$ cat config.mk
export PLATFORM = sky130hd
export DESIGN_NAME = regfile_wb_arbiter
export DESIGN_NICKNAME = d
export VERILOG_FILES = /design/src/rtl/mips_pkg.sv /design/src/rtl/rr_arbiter.sv /design/src/rtl/regfile_wb_arbiter.sv
export SDC_FILE = /design/constraint.sdc
export NUM_CORES = 1
export LEC_CHECK = 0
export ABC_CLOCK_PERIOD_IN_PS = 5520
export BUFFER_PORTS_ARGS = -buffer_cell sky130_fd_sc_hd__buf_2
export CORE_MARGIN = 2
export CORE_UTILIZATION = 48
export CTS_CLUSTER_DIAMETER = 150
export DETAILED_ROUTE_END_ITERATION = 8
export GPL_TIMING_DRIVEN = 1
export PLACE_DENSITY = 0.74
export SLEW_MARGIN = 20
export SYNTH_ARGS = -nofsm -noshare
export SYNTH_HDL_FRONTEND = slang
export SYNTH_HIERARCHICAL = 1
export SYNTH_SLANG_ARGS = --single-unit
$ cat constraint.sdc
create_clock -name clk -period 5.52 [get_ports clk]
set_input_delay 0.276 -clock clk [delete_from_list [all_inputs] [get_ports clk]]
set_output_delay 0.276 -clock clk [all_outputs]
set_load 0.005 [all_outputs]
$ cat src/rtl/mips_pkg.sv
// rtl/mips_pkg.sv - shared register-file constants
package mips_pkg;
    localparam int REG_ADDR_W = 5;
    localparam int REG_DATA_W = 32;
    localparam logic [REG_ADDR_W-1:0] REG_ZERO = 5'd0;
endpackage

$ cat src/rtl/rr_arbiter.sv
// rtl/rr_arbiter.sv - round-robin one-hot arbiter with rotating pointer
module rr_arbiter #(
    parameter int N = 3
) (
    input  logic         clk,
    input  logic         rst,
    input  logic [N-1:0] req,
    output logic [N-1:0] grant,
    output logic         any_grant
);
    localparam int PW = $clog2(N);

    logic [PW-1:0] rr_ptr;
    logic [PW-1:0] next_ptr;
    logic          found;
    int            idx;

    // first requesting index at or after rr_ptr, wrapping; pointer moves past the winner
    always_comb begin
        grant    = '0;
        next_ptr = rr_ptr;
        found    = 1'b0;
        idx      = 0;
        for (int k = 0; k < N; k++) begin
            idx = int'(rr_ptr) + k;
            if (idx >= N) idx = idx - N;
            if (!found && req[idx]) begin
                found      = 1'b1;
                grant[idx] = 1'b1;
                next_ptr   = (idx == N - 1) ? '0 : PW'(idx + 1);
            end
        end
    end

    assign any_grant = found;

    // pointer only advances when something was granted
    always_ff @(posedge clk) begin
        if (rst) begin
            rr_ptr <= '0;
        end else if (any_grant) begin
            rr_ptr <= next_ptr;
        end
    end
endmodule

$ cat src/rtl/regfile_wb_arbiter.sv
// rtl/regfile_wb_arbiter.sv - write-back port arbiter with per-requester holding buffers
module regfile_wb_arbiter
    import mips_pkg::*;
#(
    parameter int NUM_REQ = 3,
    parameter int ADDR_W  = REG_ADDR_W,
    parameter int DATA_W  = REG_DATA_W
) (
    input  logic                      clk,
    input  logic                      rst,
    input  logic [NUM_REQ-1:0]        req_valid,
    output logic [NUM_REQ-1:0]        req_ready,
    input  logic [NUM_REQ*ADDR_W-1:0] req_addr,
    input  logic [NUM_REQ*DATA_W-1:0] req_data,
    output logic                      RegWrite,
    output logic [ADDR_W-1:0]         write_addr,
    output logic [DATA_W-1:0]         write_data,
    output logic [2:0]                grant_id,
    output logic [2**ADDR_W-1:0]      pend_mask
);
    logic [NUM_REQ-1:0] full;
    logic [NUM_REQ-1:0] grant;
    logic               any_grant;
    logic [ADDR_W-1:0]  buf_addr [NUM_REQ];
    logic [DATA_W-1:0]  buf_data [NUM_REQ];
    logic [ADDR_W-1:0]  win_addr;
    logic [DATA_W-1:0]  win_data;
    logic [2:0]         win_id;

    // a buffer leaving for the output stage this cycle can take a new entry at the same edge
    assign req_ready = ~full | grant;

    rr_arbiter #(.N(NUM_REQ)) u_rr (
        .clk       (clk),
        .rst       (rst),
        .req       (full),
        .grant     (grant),
        .any_grant (any_grant)
    );

    // holding buffers: load on accept (r0 writes are swallowed), empty on grant
    always_ff @(posedge clk) begin
        for (int i = 0; i < NUM_REQ; i++) begin
            if (rst) begin
                full[i] <= 1'b0;
            end else if (req_valid[i] && req_ready[i] &&
                         req_addr[i*ADDR_W +: ADDR_W] != ADDR_W'(REG_ZERO)) begin
                full[i]     <= 1'b1;
                buf_addr[i] <= req_addr[i*ADDR_W +: ADDR_W];
                buf_data[i] <= req_data[i*DATA_W +: DATA_W];
            end else if (grant[i]) begin
                full[i] <= 1'b0;
            end
        end
    end

    // select the granted buffer's contents
    always_comb begin
        win_addr = '0;
        win_data = '0;
        win_id   = '0;
        for (int i = 0; i < NUM_REQ; i++) begin
            if (grant[i]) begin
                win_addr = buf_addr[i];
                win_data = buf_data[i];
                win_id   = 3'(i);
            end
        end
    end

    // registered write port; address/data/id hold when idle
    always_ff @(posedge clk) begin
        if (rst) begin
            RegWrite   <= 1'b0;
            write_addr <= '0;
            write_data <= '0;
            grant_id   <= '0;
        end else if (any_grant) begin
            RegWrite   <= 1'b1;
            write_addr <= win_addr;
            write_data <= win_data;
            grant_id   <= win_id;
        end else begin
            RegWrite   <= 1'b0;
        end
    end

    // registers with a write still buffered or on the output stage
    always_comb begin
        pend_mask = '0;
        for (int i = 0; i < NUM_REQ; i++) begin
            if (full[i]) pend_mask[buf_addr[i]] = 1'b1;
        end
        if (RegWrite) pend_mask[write_addr] = 1'b1;
        pend_mask[0] = 1'b0;
    end
endmodule

==> summary.log, run 1 <==
INFO  sta            hold_viol_final=0
INFO  detailed_routing drc_errors=0
INFO  sta            finalSetupViolCount=0
INFO  setup_path     critical_path.reg2reg.startpoint=u_rr/rr_ptr[0]$_SDFFE_PP0P_
INFO  cts            h-tree-depth=4
INFO  detailed_routing post_route_ant_nets=0
INFO  min_path       timing.hold.worst_endpoint=buf_data[0][18]$_DFFE_PP_
INFO  pwr            power-per-cell-area=448nW/µm²
INFO  yosys          ys_seq_elements=156
INFO  min_path       min-delay-start=req_data[18]
INFO  setup_path     endpoint_kind=flip-flop
INFO  global_routing grt_start_max_net_pins=75
INFO  cells_and_area final_net_count=853
INFO  floorplanning  initial_core_util=49.2%
INFO  setup_path     cp_data_arrival_time=3.62ns
INFO  setup_path     flop2flop_setup_slack=1.96ns
INFO  setup_path     worst-path-max-fanout=32
INFO  place          io_buffer_count=189
INFO  cts            clock_insertion_delay_worst_skew=0.42ns
INFO  cells_and_area mostFrequentLayoutCells=189 x buf_2, 111 x edfxtp_1, 49 x nand2b_1, 49 x nor2b_1, 45 x dfxtp_1
INFO  detailed_routing drt_wl_total=20.7mm
INFO  cts            clock_path_buffers=2
INFO  yosys          syn-instance-count=560
INFO  sta            rsz0062_at_grt=no
INFO  sta            slew_viol_final=0
INFO  run_status     outcome=completed
INFO  global_routing grt-ovfl-total=0
INFO  yosys          synth_warnings=6
INFO  setup_path     cpMostUsedCell=o21ai_4
INFO  cts            post-cts-setup-buffer-count=0
INFO  setup_path     timing.reg2reg.worst_path_depth=10
INFO  cells_and_area most_common_cell_after_layout_fill_and_taps_aside=buf_2
INFO  detailed_routing drt-initial-drc-count=602
INFO  sta            final.hold.worst_slack=0.0260ns
INFO  flow_run       max_cap_viol_count=0
INFO  setup_path     rr_endpoint=buf_data[0][58]$_DFFE_PP_
INFO  yosys          edff_count_synth=111
INFO  detailed_routing vias_per_cell=6.33
INFO  global_routing grtUsageTotal=25.5%
INFO  pwr            totalPowerFinal=0.00396W
INFO  cts            path_clk_slew=0.07ns
INFO  floorplanning  die_w=126µm
INFO  setup_path     critPathBufInv=2
INFO  cts            cts_resized=0
INFO  pwr            power.leakage=3.27nW
INFO  sta            fmax=281MHz
INFO  setup_path     cp_cell_sequence=inv_1 > ha_1 > mux2i_1 > o21ai_4 > nor3_1 > a21oi_1 > o21ai_4 > nand2b_1 > nor3b_2 > buf_4
INFO  cells_and_area area_growth=23.2%
INFO  yosys          synth.avg_cell_area=12.8µm²
INFO  place          dp.final_hpwl=14.5mm
INFO  floorplanning  dieArea=16,000µm²
INFO  min_path       hp-class=in2reg
INFO  floorplanning  chipHeight=126µm
INFO  yosys          top_ff_cell_synth=edfxtp_1
INFO  sta            min_period=3.56ns
INFO  setup_path     timing.critical_path.slowest_stage_cell=buf_4
INFO  sta            fin_skew=0.00941ns
INFO  pwr            vdd_ir_drop_max=0.317mV
INFO  yosys          postSynth.asyncResetShare=0%
INFO  setup_path     path_class=reg2reg
INFO  detailed_routing wl_per_cell=22.3µm
INFO  sta            maxSlewHeadroom=30.6%
INFO  floorplanning  placeableCoreArea=14,600µm²
INFO  global_routing first_pass_grt_wire_length=31.7mm
INFO  detailed_routing vias=5,894
INFO  detailed_routing detail_route.first_pass.iterations=5
INFO  sta            totalNegativeSetupSlack=0ns
INFO  setup_path     critical_path.top_delay_family=simple AND/OR/NAND/NOR gates
INFO  place          post_dp_cell_area=8230µm²
INFO  floorplanning  num_io_pins=192
INFO  cts            cts_tree=yes
INFO  cells_and_area drive_gt1_share=33.8%
INFO  floorplanning  core.rowCount=44
INFO  setup_path     biggest_cell_delay_along_the_critical_path=0.49ns
INFO  cts            cts_hold_repair.buffers=0
INFO  place          globalplace.congestion=0.923
INFO  global_routing grt_antenna_before_repair=2
INFO  cts            numClockSinks=156
INFO  sta            timing.final.crit_share=64.5%
INFO  global_routing grt_pass1_vias=5,825
INFO  setup_path     critical_path.startpoint_type=flip-flop
INFO  yosys          ys_seq_area_share=59.0%
INFO  cts            cts_root_buffer=clkbuf_16
INFO  cells_and_area fillCellCount=1,137
INFO  min_path       worst_hold_path.num_cells=1
INFO  yosys          syn-cell-area=7180µm²
INFO  yosys          yosysUniqueCellTypes=60
INFO  cts            cts_inserted_buffers=17
INFO  cells_and_area postLayoutCellArea=8850µm²
INFO  setup_path     cp.required=5.58ns
INFO  sta            worst_pin_slew=1.04ns
## worst max-delay path by stage
stage	to	from	depth (start not counted)
global route	buf_data[0][58]$_DFFE_PP_	u_rr/rr_ptr[0]$_SDFFE_PP0P_	10
finish	buf_data[0][58]$_DFFE_PP_	u_rr/rr_ptr[0]$_SDFFE_PP0P_	10
detailed placement	buf_data[0][56]$_DFFE_PP_	u_rr/rr_ptr[0]$_SDFFE_PP0P_	10
CTS	buf_data[0][47]$_DFFE_PP_	u_rr/rr_ptr[0]$_SDFFE_PP0P_	10
floorplan	buf_addr[0][10]$_DFFE_PP_	u_rr/rr_ptr[0]$_SDFFE_PP0P_	11
global placement	buf_data[0][48]$_DFFE_PP_	u_rr/rr_ptr[0]$_SDFFE_PP0P_	10
## area by class of cell
type                            count  area [µm²]  share of cell area (%)
Tap cell                          184         230                    2.60
Clock buffer                       18         429                    4.85
Multi-Input combinational cell    356        2740                    31.0
Timing Repair Buffer              197        1010                    11.4
Inverter                            5        18.8                   0.212
Sequential cell                   156        4230                    47.9
Clock inverter                     14         183                    2.07
Antenna cell                        1        2.50                  0.0283
## kinds of logic (layout without fill, tap and decap cells)
family / after synthesis / count (layout) / synth area share, %
AO/OA/AOI/OAI: 157 / 157 / 19.2
adder cells (fa/ha/maj): 4 / 4 / 0.697
buffers and inverters: 49 / 234 / 3.57
flip-flops: 156 / 156 / 59.0
multiplexers: 4 / 4 / 0.558
other: 1 / 3 / 0.0522
AND/OR/NAND/NOR: 189 / 189 / 17.0
## state kept, by name, summed over array words and instances (netlist names)
name,cells
RegWrite,1
buf_addr,15
buf_data,96
full,3
grant_id,2
u_rr/rr_ptr,2
write_addr,5
write_data,32
## power breakdown
group	leakage, nW	switching [W]	internal [W]
combinational	1.58	0.000706	0.000529
clock	0.293	0.000478	0.000720
sequential	1.40	0.000118	0.00141
total	3.27	0.00130	0.00266
## Yosys cell counts, types with 6 or more instances
cell type	number	area (µm²)
edfxtp_1	111	3330
nand2b_1	50	313
nor2b_1	50	313
dfxtp_1	45	901
a221oi_1	37	324
o32ai_1	30	263
nand2_1	24	90.1
o221ai_1	17	149
buf_2	16	80.1
clkbuf_1	16	60.1
a22oi_1	13	97.6
nor2_1	10	37.5
o32ai_2	8	130
a21oi_1	7	35.0
a221o_1	7	70.1
nand4b_1	7	61.3
buf_4	6	45.0
o21ai_1	6	30.0
o22ai_1	6	37.5
## per-stage QoR
step | utilization [%] | instances | worst slack (ns)
finish | 60.6 | 931 | 1.96
global route | 60.6 | 930 | 1.77
CTS | 60.6 | 930 | 1.99
detailed placement | 56.4 | 898 | 2.05
global placement | 56.4 | 898 | 2.20
floorplan | - | 561 | 0.259
## routing by layer
layer,track usage [%],vias to the layer above,routed length [µm]
met5,0,-,13
met4,10.1,2,682
met3,5.65,60,1680
met2,43.4,383,10300
met1,31.9,2840,8070
li1,-,2609,-
No activity file was read; power rests on OpenSTA's default activity.
==> run 2: changes to the inputs <==
ABC_CLOCK_PERIOD_IN_PS = 3640   (was 5520)
CORE_UTILIZATION = 53   (was 48)
PLACE_DENSITY = 0.77   (was 0.74)
clock period = 3.64 ns   (was 5.52 ns; I/O delays follow)
==> run 2 against run 1 <==
Net effect: routed wire length increased by 33%; cell count increased by 11%; critical endpoint is now write_data[31]$_SDFFE_PP0P_; hold slack improved by 0.11 ns; largest cell class unchanged; worst setup slack got worse by 1.8 ns; cell area increased by 13%; global-route usage increased by 12 points.
==> summary.log, run 2 (synthesis results as in run 1) <==
INFO  run_status     outcome=completed
INFO  sta            finalSetupViolCount=0 [unchanged]
INFO  cells_and_area most_common_cell_after_layout_fill_and_taps_aside=buf_2
INFO  min_path       min-delay-start=req_valid[2]
INFO  setup_path     timing.reg2reg.worst_path_depth=10 [unchanged]
INFO  detailed_routing vias_per_cell=6.55 [+3.5%]
INFO  global_routing grt-ovfl-total=0 [unchanged]
INFO  place          globalplace.congestion=0.942 [+2.1%]
INFO  global_routing grt_pass1_vias=7,074 [+21%]
INFO  cts            numClockSinks=156 [unchanged]
INFO  cells_and_area largestRegisters=buf_data (96), write_data (32), buf_addr (15)
INFO  detailed_routing post_route_ant_nets=0 [unchanged]
INFO  pwr            switching_share=35.1% [+2.2 points]
INFO  floorplanning  num_io_pins=192 [unchanged]
INFO  detailed_routing vias=6,800 [+15%]
INFO  sta            hold_viol_final=0 [unchanged]
INFO  cts            clock_path_buffers=2 [unchanged]
INFO  sta            fmax=284MHz [+1.2%]
INFO  flow_run       max_cap_viol_count=0 [unchanged]
INFO  cts            clock_insertion_delay_worst_skew=0.42ns [about the same]
INFO  pwr            clkPwrFrac=28.8% [-1.5 points]
INFO  place          preCtsSetupSlack=0.413ns [-1.64 ns]
INFO  floorplanning  placeableCoreArea=13,200µm² [-9.2%]
INFO  setup_path     flop2flop_setup_slack=0.12ns [-1.84 ns]
INFO  cells_and_area drive_gt1_share=29.7% [-4.1 points]
INFO  pwr            power.share.combinational=34.0% [+2.8 points]
INFO  cells_and_area final_net_count=967 [+13%]
INFO  floorplanning  chipHeight=120µm [-4.7%]
INFO  min_path       timing.hold.worst_endpoint=full[2]$_SDFFE_PP0P_
INFO  global_routing grt_antenna_before_repair=0 [-2]
INFO  pwr            vdd_ir_drop_max=0.448mV [+41%]
INFO  detailed_routing drt-initial-drc-count=1,040 [+73%]
INFO  pwr            switchingPower=0.00220W [+69%]
INFO  global_routing first_pass_grt_wire_length=41.3mm [+30%]
INFO  cells_and_area max_flop_register=buf_data
INFO  pwr            power.leakage=3.75nW [+15%]
INFO  cts            h-tree-depth=4 [unchanged]
INFO  sta            timing.final.crit_share=96.6% [+32 points]
INFO  cts            cts_tree=yes
INFO  setup_path     cp.required=3.93ns [-1.65 ns]
INFO  pwr            seq_power_share=37.2% [-1.3 points]
INFO  setup_path     cp_data_arrival_time=3.80ns [+0.18 ns]
INFO  detailed_routing drt_wl_total=27.6mm [+33%]
INFO  floorplanning  initial_core_util=54.2% [+5.0 points]
INFO  cts            cts_resized=0 [unchanged]
INFO  place          io_buffer_count=189 [unchanged]
INFO  sta            worst_pin_slew=1.02ns [-0.0187 ns]
INFO  sta            fin_skew=0.0118ns [+0.00235 ns]
INFO  min_path       hp-class=in2reg
INFO  floorplanning  dieArea=14,500µm² [-9.1%]
INFO  setup_path     critical_path.startpoint_type=flip-flop
INFO  detailed_routing wl_per_cell=26.5µm [+19%]
INFO  setup_path     rr_endpoint=write_data[31]$_SDFFE_PP0P_
INFO  sta            totalNegativeSetupSlack=0ns [unchanged]
INFO  sta            maxSlewHeadroom=31.7% [+1.1 points]
INFO  cts            cts_hold_repair.buffers=111 [+111]
INFO  setup_path     critical_path.reg2reg.startpoint=u_rr/rr_ptr[0]$_SDFFE_PP0P_
INFO  floorplanning  die_w=120µm [-4.7%]
INFO  min_path       worst_hold_path.num_cells=3 [+2]
INFO  cts            cts_inserted_buffers=17 [unchanged]
INFO  cells_and_area mostFrequentLayoutCells=189 x buf_2, 111 x edfxtp_1, 111 x dlygate4sd3_1, 49 x nand2b_1, 49 x nor2b_1
INFO  sta            rsz0062_at_grt=no
INFO  detailed_routing drc_errors=0 [unchanged]
INFO  global_routing grt_start_max_net_pins=77 [+2.7%]
INFO  setup_path     endpoint_kind=flip-flop
INFO  cts            post-cts-setup-buffer-count=0 [unchanged]
INFO  sta            slew_viol_final=0 [unchanged]
INFO  global_routing grtUsageTotal=37.9% [+12 points]
INFO  place          dp.final_hpwl=14.8mm [+2.3%]
INFO  sta            min_period=3.52ns [-0.0436 ns]
INFO  sta            layout_setup_ws=0.125ns [-1.84 ns]
INFO  cells_and_area postLayoutCellArea=9980µm² [+13%]
INFO  pwr            cell_internal_pwr=0.00407W [+53%]
INFO  cts            cts_root_buffer=clkbuf_16
INFO  cts            path_clk_slew=0.07ns [about the same]
INFO  setup_path     worst-path-max-fanout=37 [+16%]
INFO  detailed_routing detail_route.first_pass.iterations=6 [+1]
INFO  cells_and_area largest_reg_flops=96 [unchanged]
INFO  setup_path     path_class=reg2reg
INFO  cells_and_area area_growth=39.0%
INFO  floorplanning  core.rowCount=42 [-4.5%]
INFO  place          post_dp_cell_area=8280µm² [+0.53%]
INFO  pwr            power-per-cell-area=629nW/µm² [+40%]
==> run 2: worst max-delay path by stage <==
stage                                 from                     endpoint  slack (ns)  cells past startpoint
5_1_grt        u_rr/rr_ptr[0]$_SDFFE_PP0P_  write_data[12]$_SDFFE_PP0P_        0.01                     10
3_5_place_dp   u_rr/rr_ptr[0]$_SDFFE_PP0P_  write_data[10]$_SDFFE_PP0P_        0.41                     10
4_1_cts        u_rr/rr_ptr[0]$_SDFFE_PP0P_  write_data[17]$_SDFFE_PP0P_        0.37                     10
3_3_place_gp   u_rr/rr_ptr[0]$_SDFFE_PP0P_   write_data[8]$_SDFFE_PP0P_        0.59                     10
6_report       u_rr/rr_ptr[0]$_SDFFE_PP0P_  write_data[31]$_SDFFE_PP0P_        0.12                     10
2_1_floorplan  u_rr/rr_ptr[0]$_SDFFE_PP0P_     buf_addr[0][0]$_DFFE_PP_        0.09                     10
==> run 2: area by class of cell <==
cell class                 count  area, µm²
clock inverter                14        160
antenna                        2       5.00
tap                          176        220
inverter                       5       18.8
multi-input combinational    356       2760
clock buffer                  18        429
fill                         794       3260
timing repair buffer         311       2150
sequential                   156       4230
==> run 2: critical path: stages, from the launching register on <==
cell	delay (ns)
dfxtp_1	0.38
inv_1	0.11
ha_1	0.50
mux2i_1	0.17
o21ai_4	0.26
nor3_1	0.07
a21oi_1	0.23
o21ai_4	0.13
nor2b_4	0.83
a221oi_1	0.23
o32ai_1	0.46
==> run 2: through the flow <==
| stage | std cells | utilization, % | hold slack [ns] | total power [W] |
|---|---|---|---|---|
| 3_3_place_gp | 893 | 62.5 | 0.359 | 0.00417 |
| 6_report | 1038 | 75.4 | 0.140 | 0.00627 |
| 3_5_place_dp | 893 | 62.5 | 0.360 | 0.00424 |
| 5_1_grt | 1036 | 75.3 | 0.176 | 0.00645 |
| 2_1_floorplan | 561 | - | 0.250 | 0.00367 |
| 4_1_cts | 1036 | 75.3 | 0.136 | 0.00606 |
==> run 2: per-layer routing <==
| metal | global-route usage [%] | vias to the layer above | wire length [µm] |
|---|---|---|---|
| li1 | - | 2851 | - |
| met1 | 43.8 | 3250 | 9540 |
| met2 | 66.3 | 581 | 14000 |
| met3 | 7.69 | 118 | 2540 |
| met4 | 19.8 | 0 | 1470 |
| met5 | 0 | - | 0 |
==> run 2: power by group through the flow <==
stage               combinational, W  clock (W)  sequential (W)
floorplan                    0.00139          0         0.00228
global placement             0.00184          0         0.00233
detailed placement           0.00190          0         0.00233
CTS                          0.00200    0.00176         0.00230
global route                 0.00225    0.00186         0.00234
finish                       0.00213    0.00181         0.00233
